`config.mk`:
```
export PLATFORM = sky130hd
export DESIGN_NAME = if_fetch_unit
export DESIGN_NICKNAME = d
export VERILOG_FILES = /design/src/rtl/if_fetch_unit.sv
export SDC_FILE = /design/constraint.sdc
export NUM_CORES = 1
export LEC_CHECK = 0
export BUFFER_PORTS_ARGS = -buffer_cell sky130_fd_sc_hd__buf_4
export CAP_MARGIN = 10
export CORE_ASPECT_RATIO = 1.75
export CORE_UTILIZATION = 40
export CTS_BUF_LIST = sky130_fd_sc_hd__clkbuf_4
export DETAILED_ROUTE_END_ITERATION = 10
export PLACE_DENSITY = 0.67
export SLEW_MARGIN = 10
export SYNTH_ARGS = -nofsm -noshare
export SYNTH_HDL_FRONTEND = slang
export SYNTH_SLANG_ARGS = --single-unit
```
`constraint.sdc`:
```
create_clock -name clk -period 2.7 [get_ports clk]
set_input_delay 0.135 -clock clk [delete_from_list [all_inputs] [get_ports clk]]
set_output_delay 0.135 -clock clk [all_outputs]
set_load 0.03 [all_outputs]
```
`src/rtl/if_fetch_unit.sv`:
```
// Instruction-fetch stage: owns the PC, fetches over a req/ack handshake and
// presents the held instruction and its decode fields to the control decoder.
module if_fetch_unit #(
  parameter logic [31:0] RESET_PC    = 32'h0000_0000,
  parameter int unsigned ACK_TIMEOUT = 16
) (
  input  logic        clk,
  input  logic        rstn,
  output logic        imem_req,
  output logic [31:0] imem_addr,
  input  logic        imem_ack,
  input  logic [31:0] imem_rdata,
  input  logic        retire,
  input  logic [2:0]  NPCOp,
  input  logic [31:0] immout,
  input  logic [31:0] aluout,
  output logic        inst_valid,
  output logic [31:0] inst_out,
  output logic [31:0] pc_out,
  output logic [6:0]  Op,
  output logic [2:0]  Funct3,
  output logic [6:0]  Funct7,
  output logic        bus_err,
  output logic        misalign
);

  typedef enum logic [1:0] {
    IDLE  = 2'd0,
    FETCH = 2'd1,
    HOLD  = 2'd2,
    ERR   = 2'd3
  } state_t;

  localparam logic        TIMEOUT_EN   = (ACK_TIMEOUT != 0);
  localparam logic [31:0] TIMEOUT_LAST = 32'(ACK_TIMEOUT) - 32'd1;

  state_t      state;
  logic [31:0] ack_cnt;
  logic [31:0] npc;
  logic        npc_misaligned;

  // Unknown NPCOp encodings fall back to sequential flow; jalr clears bit 0.
  function automatic logic [31:0] calc_npc(input logic [2:0]  op,
                                           input logic [31:0] pc,
                                           input logic [31:0] imm,
                                           input logic [31:0] alu);
    logic [31:0] res;
    case (op)
      3'b000:  res = pc + 32'd4;
      3'b001:  res = pc + imm;
      3'b010:  res = pc + imm;
      3'b100:  res = alu & 32'hFFFF_FFFE;
      default: res = pc + 32'd4;
    endcase
    return res;
  endfunction

  // Next-PC candidate and its alignment check for the retiring instruction.
  always_comb begin
    npc            = calc_npc(NPCOp, pc_out, immout, aluout);
    npc_misaligned = (npc[1:0] != 2'b00);
  end

  assign imem_addr = pc_out;
  assign Op        = inst_valid ? inst_out[6:0]   : 7'd0;
  assign Funct3    = inst_valid ? inst_out[14:12] : 3'd0;
  assign Funct7    = inst_valid ? inst_out[31:25] : 7'd0;

  // Fetch FSM with all handshake, PC and flag outputs registered.
  always_ff @(posedge clk) begin
    if (!rstn) begin
      state      <= IDLE;
      pc_out     <= RESET_PC;
      inst_out   <= 32'd0;
      inst_valid <= 1'b0;
      imem_req   <= 1'b0;
      bus_err    <= 1'b0;
      misalign   <= 1'b0;
      ack_cnt    <= 32'd0;
    end else begin
      case (state)
        IDLE: begin
          state    <= FETCH;
          imem_req <= 1'b1;
          ack_cnt  <= 32'd0;
        end
        FETCH: begin
          // An ack arriving on the final allowed cycle still counts.
          if (imem_ack) begin
            inst_out   <= imem_rdata;
            inst_valid <= 1'b1;
            imem_req   <= 1'b0;
            ack_cnt    <= 32'd0;
            state      <= HOLD;
          end else if (TIMEOUT_EN && (ack_cnt == TIMEOUT_LAST)) begin
            bus_err  <= 1'b1;
            imem_req <= 1'b0;
            state    <= ERR;
          end else begin
            ack_cnt <= ack_cnt + 32'd1;
          end
        end
        HOLD: begin
          if (retire) begin
            if (npc_misaligned) begin
              misalign   <= 1'b1;
              inst_valid <= 1'b0;
              state      <= ERR;
            end else begin
              pc_out     <= npc;
              inst_valid <= 1'b0;
              imem_req   <= 1'b1;
              state      <= FETCH;
            end
          end else begin
            inst_valid <= 1'b1;
          end
        end
        ERR: begin
          imem_req   <= 1'b0;
          inst_valid <= 1'b0;
        end
        default: begin
          state      <= IDLE;
          imem_req   <= 1'b0;
          inst_valid <= 1'b0;
        end
      endcase
    end
  end

endmodule
```
After elaboration in Yosys (flattened, before gate mapping)
Cells that the tools add are included.
Word-level totals
  register bits after elaboration: 102
  bits of input ports: 103
  output and inout bits: 117
  logic and storage cells: 59
Operators by class
  add/subtract/negate cells: 3
  eq/ne operators: 12
  multiplexer cells: 20
  bitwise gates (word level): 2
  reductions and logical operators: 14
Operators by type and width (count)
  $pmux 32 s2: 2
  $mux 32: 2
  $add 32x1->32 const B: 1
  $add 32x3->32 const B: 1
  $add 32x32->32: 1
  $eq 32x4->1 const B: 1
  $reduce_and 3->1: 5
  $mux 7: 2
  $mux 2: 4
  $mux 1: 6
  $ne 2x2->1 const B: 3
  $ne 3x3->1 const B: 2
  $pmux 2 s3: 1
  $reduce_and 2->1: 3
  $reduce_bool 3->1: 2
  $eq 2x2->1 const B: 2
  $pmux 1 s4: 1
  $reduce_bool 2->1: 2
  $eq 3x1->1 const B: 1
  $eq 3x2->1 const B: 1
  $eq 3x3->1 const B: 1
  $mux 3: 1
  $pmux 1 s3: 1
  $eq 2x1->1 const B: 1
  other kinds (3): 4

Longest topological paths before layout
Gate-level depths: netlist (run 1).
  depth after elaboration: 7
  mapped depth: 13
  mapped depth without buffers: 12

Worst setup path after synthesis (run 1)
OpenSTA, ideal clock, no wires.
  kind: reg-to-reg
  from: register pc_out[0] (netlist: imem_addr[0])
  to: register pc_out[26] (netlist: imem_addr[26])
  library setup time: 66 ps
  arrival time: 2884 ps
  required time: 2634 ps
  setup slack: -251 ps
  stages on the path, launching flop included: 13
  path buffers: 0
  period minus slack after synthesis: 2951 ps
  path through: dfxtp_1 > ha_1 > inv_1 > fa_1 > nand2b_1 > a21oi_2 > o21ai_2 > o21ai_2 > a41oi_4 > o211a_1 > or3_1 > a21o_1 > a21oi_2
Between the ends
  word-level cells in the longest chain between the ends: 5
  elaborated cells between the ends (all ways): 6
  classes of those cells: 2 x add/sub; 1 x mux; 1 x bitwise; 2 x reduce/logical
RTL lines
  start: declaration: line 19  | output logic [31:0] pc_out,
  start signal: assignment: line 110  | pc_out <= npc;
  $add 32x3->32 / $add 32x32->32 (equally long branches)
  $pmux 32 s2 *: line 48  | case (op)
  $reduce_bool 2->1: line 61  | npc_misaligned = (npc[1:0] != 2'b00);
  $not 1->1 (no source line)
  $reduce_and 3->1 (no source line)
Mark *: on every way between the ends. The rest lies on a longest branch, timed or not.
A chain may end at the register's enable or synchronous reset.

Worst setup path after layout (run 1)
Same ends and word-level chain as after synthesis.

==> results of run 1 <==
==> power groups by stage <==
stage                     Sequential [mW]  Combinational (mW)  Clock [mW]
final                                1.76                1.83       0.880
after global routing                 1.78                1.99       0.957
after CTS                            1.76                1.82       0.894
after detailed placement             1.80                1.74           0
after global placement               1.79                1.73           0
after floorplan                      1.98               0.921           0
==> critical path: cells and delay by family (launching register included) <==
family	cells	cell delay, ns
buffers and inverters	1	0.04
AO/OA/AOI/OAI	7	1.19
AND/OR/NAND/NOR	2	0.51
flip-flops	1	0.39
adder cells (fa/ha/maj)	2	0.47
==> registers in the layout (all words and copies together), names as in the netlist <==
name / flops
inst_valid: 1
ack_cnt: 32
bus_err: 1
misalign: 1
imem_req: 1
state: 2
inst_out: 32
imem_addr: 32
==> what timing repair did <==
item                                    in CTS  in global routing
gates cloned                                 0                  0
endpoints found under the setup margin       3                  6
hold buffers                                56                  0
endpoints found under the hold margin       56                  0
resized for setup                            1                 13
setup buffers                                1                  3
pin swaps                                    3                 10
==> cell type report <==
type,instances,area share
well taps,231,0.0291
repair buffers,334,0.269
multi-input cells,714,0.474
clock buffers,9,0.00681
diodes,1,0.000252
inverters,18,0.00681
clock inverters,7,0.00820
flip-flops and latches,102,0.206
==> cell families after synthesis <==
logic type,Yosys count,share of synthesized area
AO/OA/AOI/OAI,262,0.252
XOR/XNOR,67,0.0822
adder cells (fa/ha/maj),38,0.0676
buffers and inverters,95,0.0697
flip-flops,102,0.286
multiplexers,3,0.00420
AND/OR/NAND/NOR,344,0.238
==> cell usage in the layout (no fill, tap or decap), drive strengths merged, types with 6 or more instances in the layout <==
cell and count:
nand2b 9, nor2b 6, a21oi 55, a21o 23, nor4 8, clkbuf 9
nand4 20, a31oi 8, ha 37, inv 22, o21ai 69, nand2 121
and3 14, nand3 28, nor3 11, buf 278, nor2 75, or3 9
a21boi 32, a221oi 21, dfxtp 102, xor2 40, and2 25, dlygate4sd3 56
a22oi 6, xnor2 27
==> layer usage <==
metal / global-route usage / part of all wire / vias up
met2: 0.497 / 0.56 / 212
met5: 0 / 0 / -
li1: - / - / 3762
met1: 0.251 / 0.36 / 3607
met4: 0.129 / 0.045 / 0
met3: 0.0214 / 0.030 / 64
==> worst max path at each step <==
stage / from / end / slack [ns] / cells after the start
finish: imem_addr[0]$_SDFFE_PN0P_ / imem_addr[26]$_SDFFE_PN0P_ / 0.05 / 12
global route: imem_addr[0]$_SDFFE_PN0P_ / imem_addr[26]$_SDFFE_PN0P_ / -0.08 / 12
CTS: imem_addr[0]$_SDFFE_PN0P_ / imem_addr[26]$_SDFFE_PN0P_ / 0.05 / 12
detailed placement: imem_addr[0]$_SDFFE_PN0P_ / imem_addr[26]$_SDFFE_PN0P_ / -0.04 / 12
global placement: imem_addr[0]$_SDFFE_PN0P_ / imem_addr[26]$_SDFFE_PN0P_ / -0.01 / 12
floorplan: imem_addr[0]$_SDFFE_PN0P_ / imem_addr[26]$_SDFFE_PN0P_ / -0.01 / 12
==> metrics.csv, run 1 <==
metric;value;unit
Finished Layout Cells;1416;
synthesized flop and latch total;102;
WHS;0.0308;ns
grt ovf;0;
reg2reg start;imem_addr[0]$_SDFFE_PN0P_;
RR Endpoint;imem_addr[26]$_SDFFE_PN0P_;
Layout fillers;1695;
root buf cell;clkbuf_4;
Core Util, Final;0.568;
worst hold stages;5;
Max stage delay on crit path;0.39;ns
Final GP Congestion;0.902;
number of library cell types mapped by synthesis;75;
unrepaired setup endpoints after global routing;true;
Critical Path Fanout Max;3;
largest cells by area after synthesis;dfxtp_1 29%, ha_1 6.5%, nand2_1 6.4%, xor2_1 4.9%, o21ai_0 4.1%;
Rel. slew slack;0.587;
Worst Hold Class;input port to register;
H-tree Lvls;3;
CP Capture Type;register;
top_reg_cell synth;dfxtp_1;
WP data arrival;3.07;ns
slowest CP cell;dfxtp_4;
crit path kind;register to register;
Leak Pwr;4.43;nW
die height;179;um
Initial Util;0.409;
R2R Setup Slk;0.05;ns
Setup TNS Final;0;ns
fraction of layout cells with a size suffix above 1;0.288;
total power;4.47;mW
Commonest cells post-synth;121 x nand2_1, 102 x dfxtp_1, 74 x nor2_1;
DR DRC count;0;
HP Start;aluout[9];
post-place setup slack;-0.0368;ns
final WL;23500;um
largest net degree at the start of global routing;56;
CTS tree;built;
wire length per cell;16.6;um
TritonCTS Sinks;102;
WHS Endpoint;imem_addr[9]$_SDFFE_PN0P_;
Reg area;0.00205;mm^2
peak supply drop;0.326;mV
R2R cell count;12;
Post-synth EDFFs;0;
initial drt markers;294;
status;finished clean;
setup ws final;0.0534;ns
Net Sw Power;1.87;mW
combinational power share;0.410;
Synth async-reset ratio;0;
PwrDens;451;mW/mm^2
Syn Inst Count;911;
syn nets;1052;
crit path cell chain;ha_4 > inv_1 > fa_2 > nand2b_4 > a21oi_4 > o21ai_2 > o21ai_4 > a41oi_4 > o211a_1 > or3_1 > a21o_1 > a21oi_2;
Die Area;0.0184;mm^2
Synth warnings;0;
first-pass GRT wire length;35900;um
Pint;2.61;mW
Setup-failing EPs final;0;
DR vias;7645;
placed instance count;1339;
Tmin final;2.65;ns
Avg Cell Area, Syn;7.84;um^2
Critical Path Start Type;register;
register area share after synthesis;0.286;
clk_skew;0.0469;ns
clock share of power;0.197;
highest clock rate;378;MHz
Site Rows;64;
Die Wd;103;um
Final HPWL DP;17700;um
Final #Nets;1320;
clk buf depth;2;
Reg clk slew, reported paths;0.21;ns
area leader, netlist;dfxtp_1;
initial antenna violation count;1;
gr usage total;0.252;
area of the multi-input gates;0.00470;mm^2
Max-Cap Viols;0;
Worst Path Required;3.13;ns
TritonCTS buffer count;9;
final worst path period share;0.980;
Slew Limit Fails;0;
DRT antenna net count;0;
port bufs;218;
final hold vios;0;
sw frac;0.417;
Worst Max-Slew Pin Slew;0.618;ns
register share of total power;0.394;
most instantiated library cell after synthesis;nand2_1;
area grow syn2layout;38.9;%
DRT Pass-1 Iters;5;
fin area;0.00992;mm^2
core area;0.0175;mm^2
vias per inst;5.40;
top cell type's share of synthesized area;0.286;
# IOs;220;
Worst-Skew Late Latency;0.50;ns
placed cell area;0.00911;mm^2
Cell Area, Synth;0.00714;mm^2
vias in the first global route;7436;
(Power assumes the default switching activity.)
==> inputs of run 2 (changes only) <==
--- a/config.mk
+++ b/config.mk
@@ -8,10 +8,11 @@
 export BUFFER_PORTS_ARGS = -buffer_cell sky130_fd_sc_hd__buf_4
 export CAP_MARGIN = 10
 export CORE_ASPECT_RATIO = 1.75
-export CORE_UTILIZATION = 40
+export CORE_UTILIZATION = 49
 export CTS_BUF_LIST = sky130_fd_sc_hd__clkbuf_4
 export DETAILED_ROUTE_END_ITERATION = 10
-export PLACE_DENSITY = 0.67
+export PLACE_DENSITY = 0.8
+export SKIP_CTS_REPAIR_TIMING = 1
 export SLEW_MARGIN = 10
 export SYNTH_ARGS = -nofsm -noshare
 export SYNTH_HDL_FRONTEND = slang
==> metrics.csv, run 2 (synthesis gave the netlist of run 1 again) <==
metric;value;unit;change
highest clock rate;384;MHz;+1.6%
port bufs;218;;unchanged
CP Depth;11;;-1
Reg clk slew, reported paths;0.17;ns;-0.04 ns
initial drt markers;347;;+18%
die height;162;um;-9.5%
Final HPWL DP;16800;um;-4.9%
largest net degree at the start of global routing;54;;-3.6%
final worst path period share;0.964;;-0.0158
gr usage total;0.289;;+0.0372
clk_skew;0.0220;ns;-0.0250 ns
WHS Endpoint;misalign$_SDFFE_PN0P_;;
Pint;2.58;mW;-0.91%
slowest CP cell;dfxtp_2;;
H-tree Lvls;3;;unchanged
R2R Setup Slk;0.1;ns;+0.04 ns
combinational power share;0.415;;+0.005
vias per inst;5.74;;+6.3%
TritonCTS Sinks;102;;unchanged
Critical Path Start Type;register;;
DR DRC count;2;;+2
CP delay by family, top;compound AO/OA/AOI/OAI gates;;
Max-Cap Viols;0;;unchanged
R2R cell count;11;;-1
TritonCTS buffer count;9;;unchanged
cell mode on critical path;a21o_1;;
Die Area;0.0151;mm^2;-18%
# IOs;220;;unchanged
DRT antenna net count;0;;unchanged
Rel. slew slack;0.560;;-0.0276
DRT Pass-1 Iters;11;;+6
initial antenna violation count;1;;unchanged
worst hold stages;3;;-2
CTS tree;built;;
Net Sw Power;1.80;mW;-3.6%
peak supply drop;0.223;mV;-31%
status;finished, violations left;;
crit path kind;register to register;;
wire length per cell;17.2;um;+3.9%
clock share of power;0.181;;-0.016
final hold vios;1;;+1
Worst-Skew Late Latency;0.48;ns;-0.02 ns
Die Wd;93.3;um;-9.5%
Leak Pwr;4.37;nW;-1.3%
RR Endpoint;imem_addr[28]$_SDFFE_PN0P_;;
Worst Path Required;3.10;ns;-0.03 ns
HP Start;retire;;
setup ws final;0.0960;ns;+0.0426 ns
Worst Max-Slew Pin Slew;0.659;ns;+0.0413 ns
post-place setup slack;-0.00611;ns;+0.0307 ns
most common cell after layout, fill and taps aside;buf_4;;
area grow syn2layout;36.7;%;
register share of total power;0.403;;+0.009
most frequent cells in the layout;269 x buf_4, 121 x nand2_1, 99 x dfxtp_1;;
sw frac;0.410;;-0.00659
WHS;-0.0280;ns;-0.0589 ns
first-pass GRT wire length;34500;um;-4.0%
Setup TNS Final;0;ns;unchanged
Initial Util;0.500;;+0.0905
CP Capture Type;register;;
Buf/Inv on CP;1;;unchanged
WP data arrival;3.00;ns;-0.07 ns
Critical Path Fanout Max;4;;+1
Site Rows;58;;-9.4%
vias in the first global route;7223;;-2.9%
Final GP Congestion;0.956;;+6.1%
total power;4.38;mW;-2.0%
final WL;23300;um;-0.53%
Tmin final;2.60;ns;-0.0426 ns
crit path cell chain;ha_1 > a21o_1 > a211o_1 > a311oi_2 > o21ai_4 > a41oi_4 > buf_4 > o41ai_2 > a21o_1 > xnor2_1 > o32ai_1;;
PwrDens;449;mW/mm^2;-0.44%
Max stage delay on crit path;0.35;ns;-0.04 ns
Slew Limit Fails;0;;unchanged
reg2reg start;imem_addr[15]$_SDFFE_PN0P_;;
core area;0.0143;mm^2;-18%
clk buf depth;2;;unchanged
Worst Hold Class;input port to register;;
failing checks;DRC, hold timing;;
root buf cell;clkbuf_4;;
fraction of layout cells with a size suffix above 1;0.285;;-0.00266
Final #Nets;1310;;-0.76%
Setup-failing EPs final;0;;unchanged
unrepaired setup endpoints after global routing;true;;
DR vias;7777;;+1.7%
grt ovf;0;;unchanged
run 2: changes by cell type in the layout (fill, tap and decap cells not counted), sizes merged:
cell / previous run / this run
buf: 278 / 271
clkinv: 3 / 2
clkinvlp: 0 / 2
dlygate4sd3: 56 / 53
inv: 22 / 20
clkbuf: 9 / 10
run 2: worst max path at each step:
stage                                           from                         end
after global routing       imem_addr[0]$_SDFFE_PN0P_  imem_addr[26]$_SDFFE_PN0P_
after floorplan            imem_addr[0]$_SDFFE_PN0P_  imem_addr[26]$_SDFFE_PN0P_
after global placement     imem_addr[0]$_SDFFE_PN0P_  imem_addr[26]$_SDFFE_PN0P_
after CTS                  imem_addr[0]$_SDFFE_PN0P_  imem_addr[28]$_SDFFE_PN0P_
after detailed placement   imem_addr[0]$_SDFFE_PN0P_  imem_addr[26]$_SDFFE_PN0P_
final                     imem_addr[15]$_SDFFE_PN0P_  imem_addr[28]$_SDFFE_PN0P_
run 2: power groups by stage:
stage / registers, mW / logic (mW) / clock network (mW)
6_report: 1.77 / 1.82 / 0.795
3_3_place_gp: 1.78 / 1.69 / 0
5_1_grt: 1.79 / 1.95 / 0.877
2_1_floorplan: 1.98 / 0.921 / 0
3_5_place_dp: 1.79 / 1.72 / 0
4_1_cts: 1.76 / 1.72 / 0.811
run 2: final cells by class:
type | instances | area (um^2)
diodes | 1 | 2.50
multi-input cells | 714 | 4700
well taps | 180 | 225
inverters | 18 | 67.6
repair buffers | 324 | 2590
clock buffers | 10 | 75.1
fillers | 1174 | 4530
flip-flops and latches | 102 | 2050
clock inverters | 6 | 55.1
run 2: stage by stage:
step | std cells | cell area, um^2 | utilization
after floorplan | 911 | 7180 | -
after detailed placement | 1283 | 9020 | 0.631
after CTS | 1299 | 9150 | 0.640
final | 1355 | 9760 | 0.683
after global routing | 1355 | 9760 | 0.683
after global placement | 1283 | 9020 | 0.631
run 2: metal layers:
metal  track usage  vias to the layer above  wire [um]
li1              -                     3734          -
met1         0.296                     3644       8140
met2         0.540                      306      12600
met3        0.0337                       93       1160
met4         0.185                        0       1420
met5             0                        -          0
run 2: worst register-to-register path, stage by stage (launching register included):
cell      delay [ns]
dfxtp_2         0.35
ha_1            0.30
a21o_1          0.19
a211o_1         0.33
a311oi_2        0.28
o21ai_4         0.13
a41oi_4         0.23
buf_4           0.17
o41ai_2         0.06
a21o_1          0.19
xnor2_1         0.11
o32ai_1         0.20
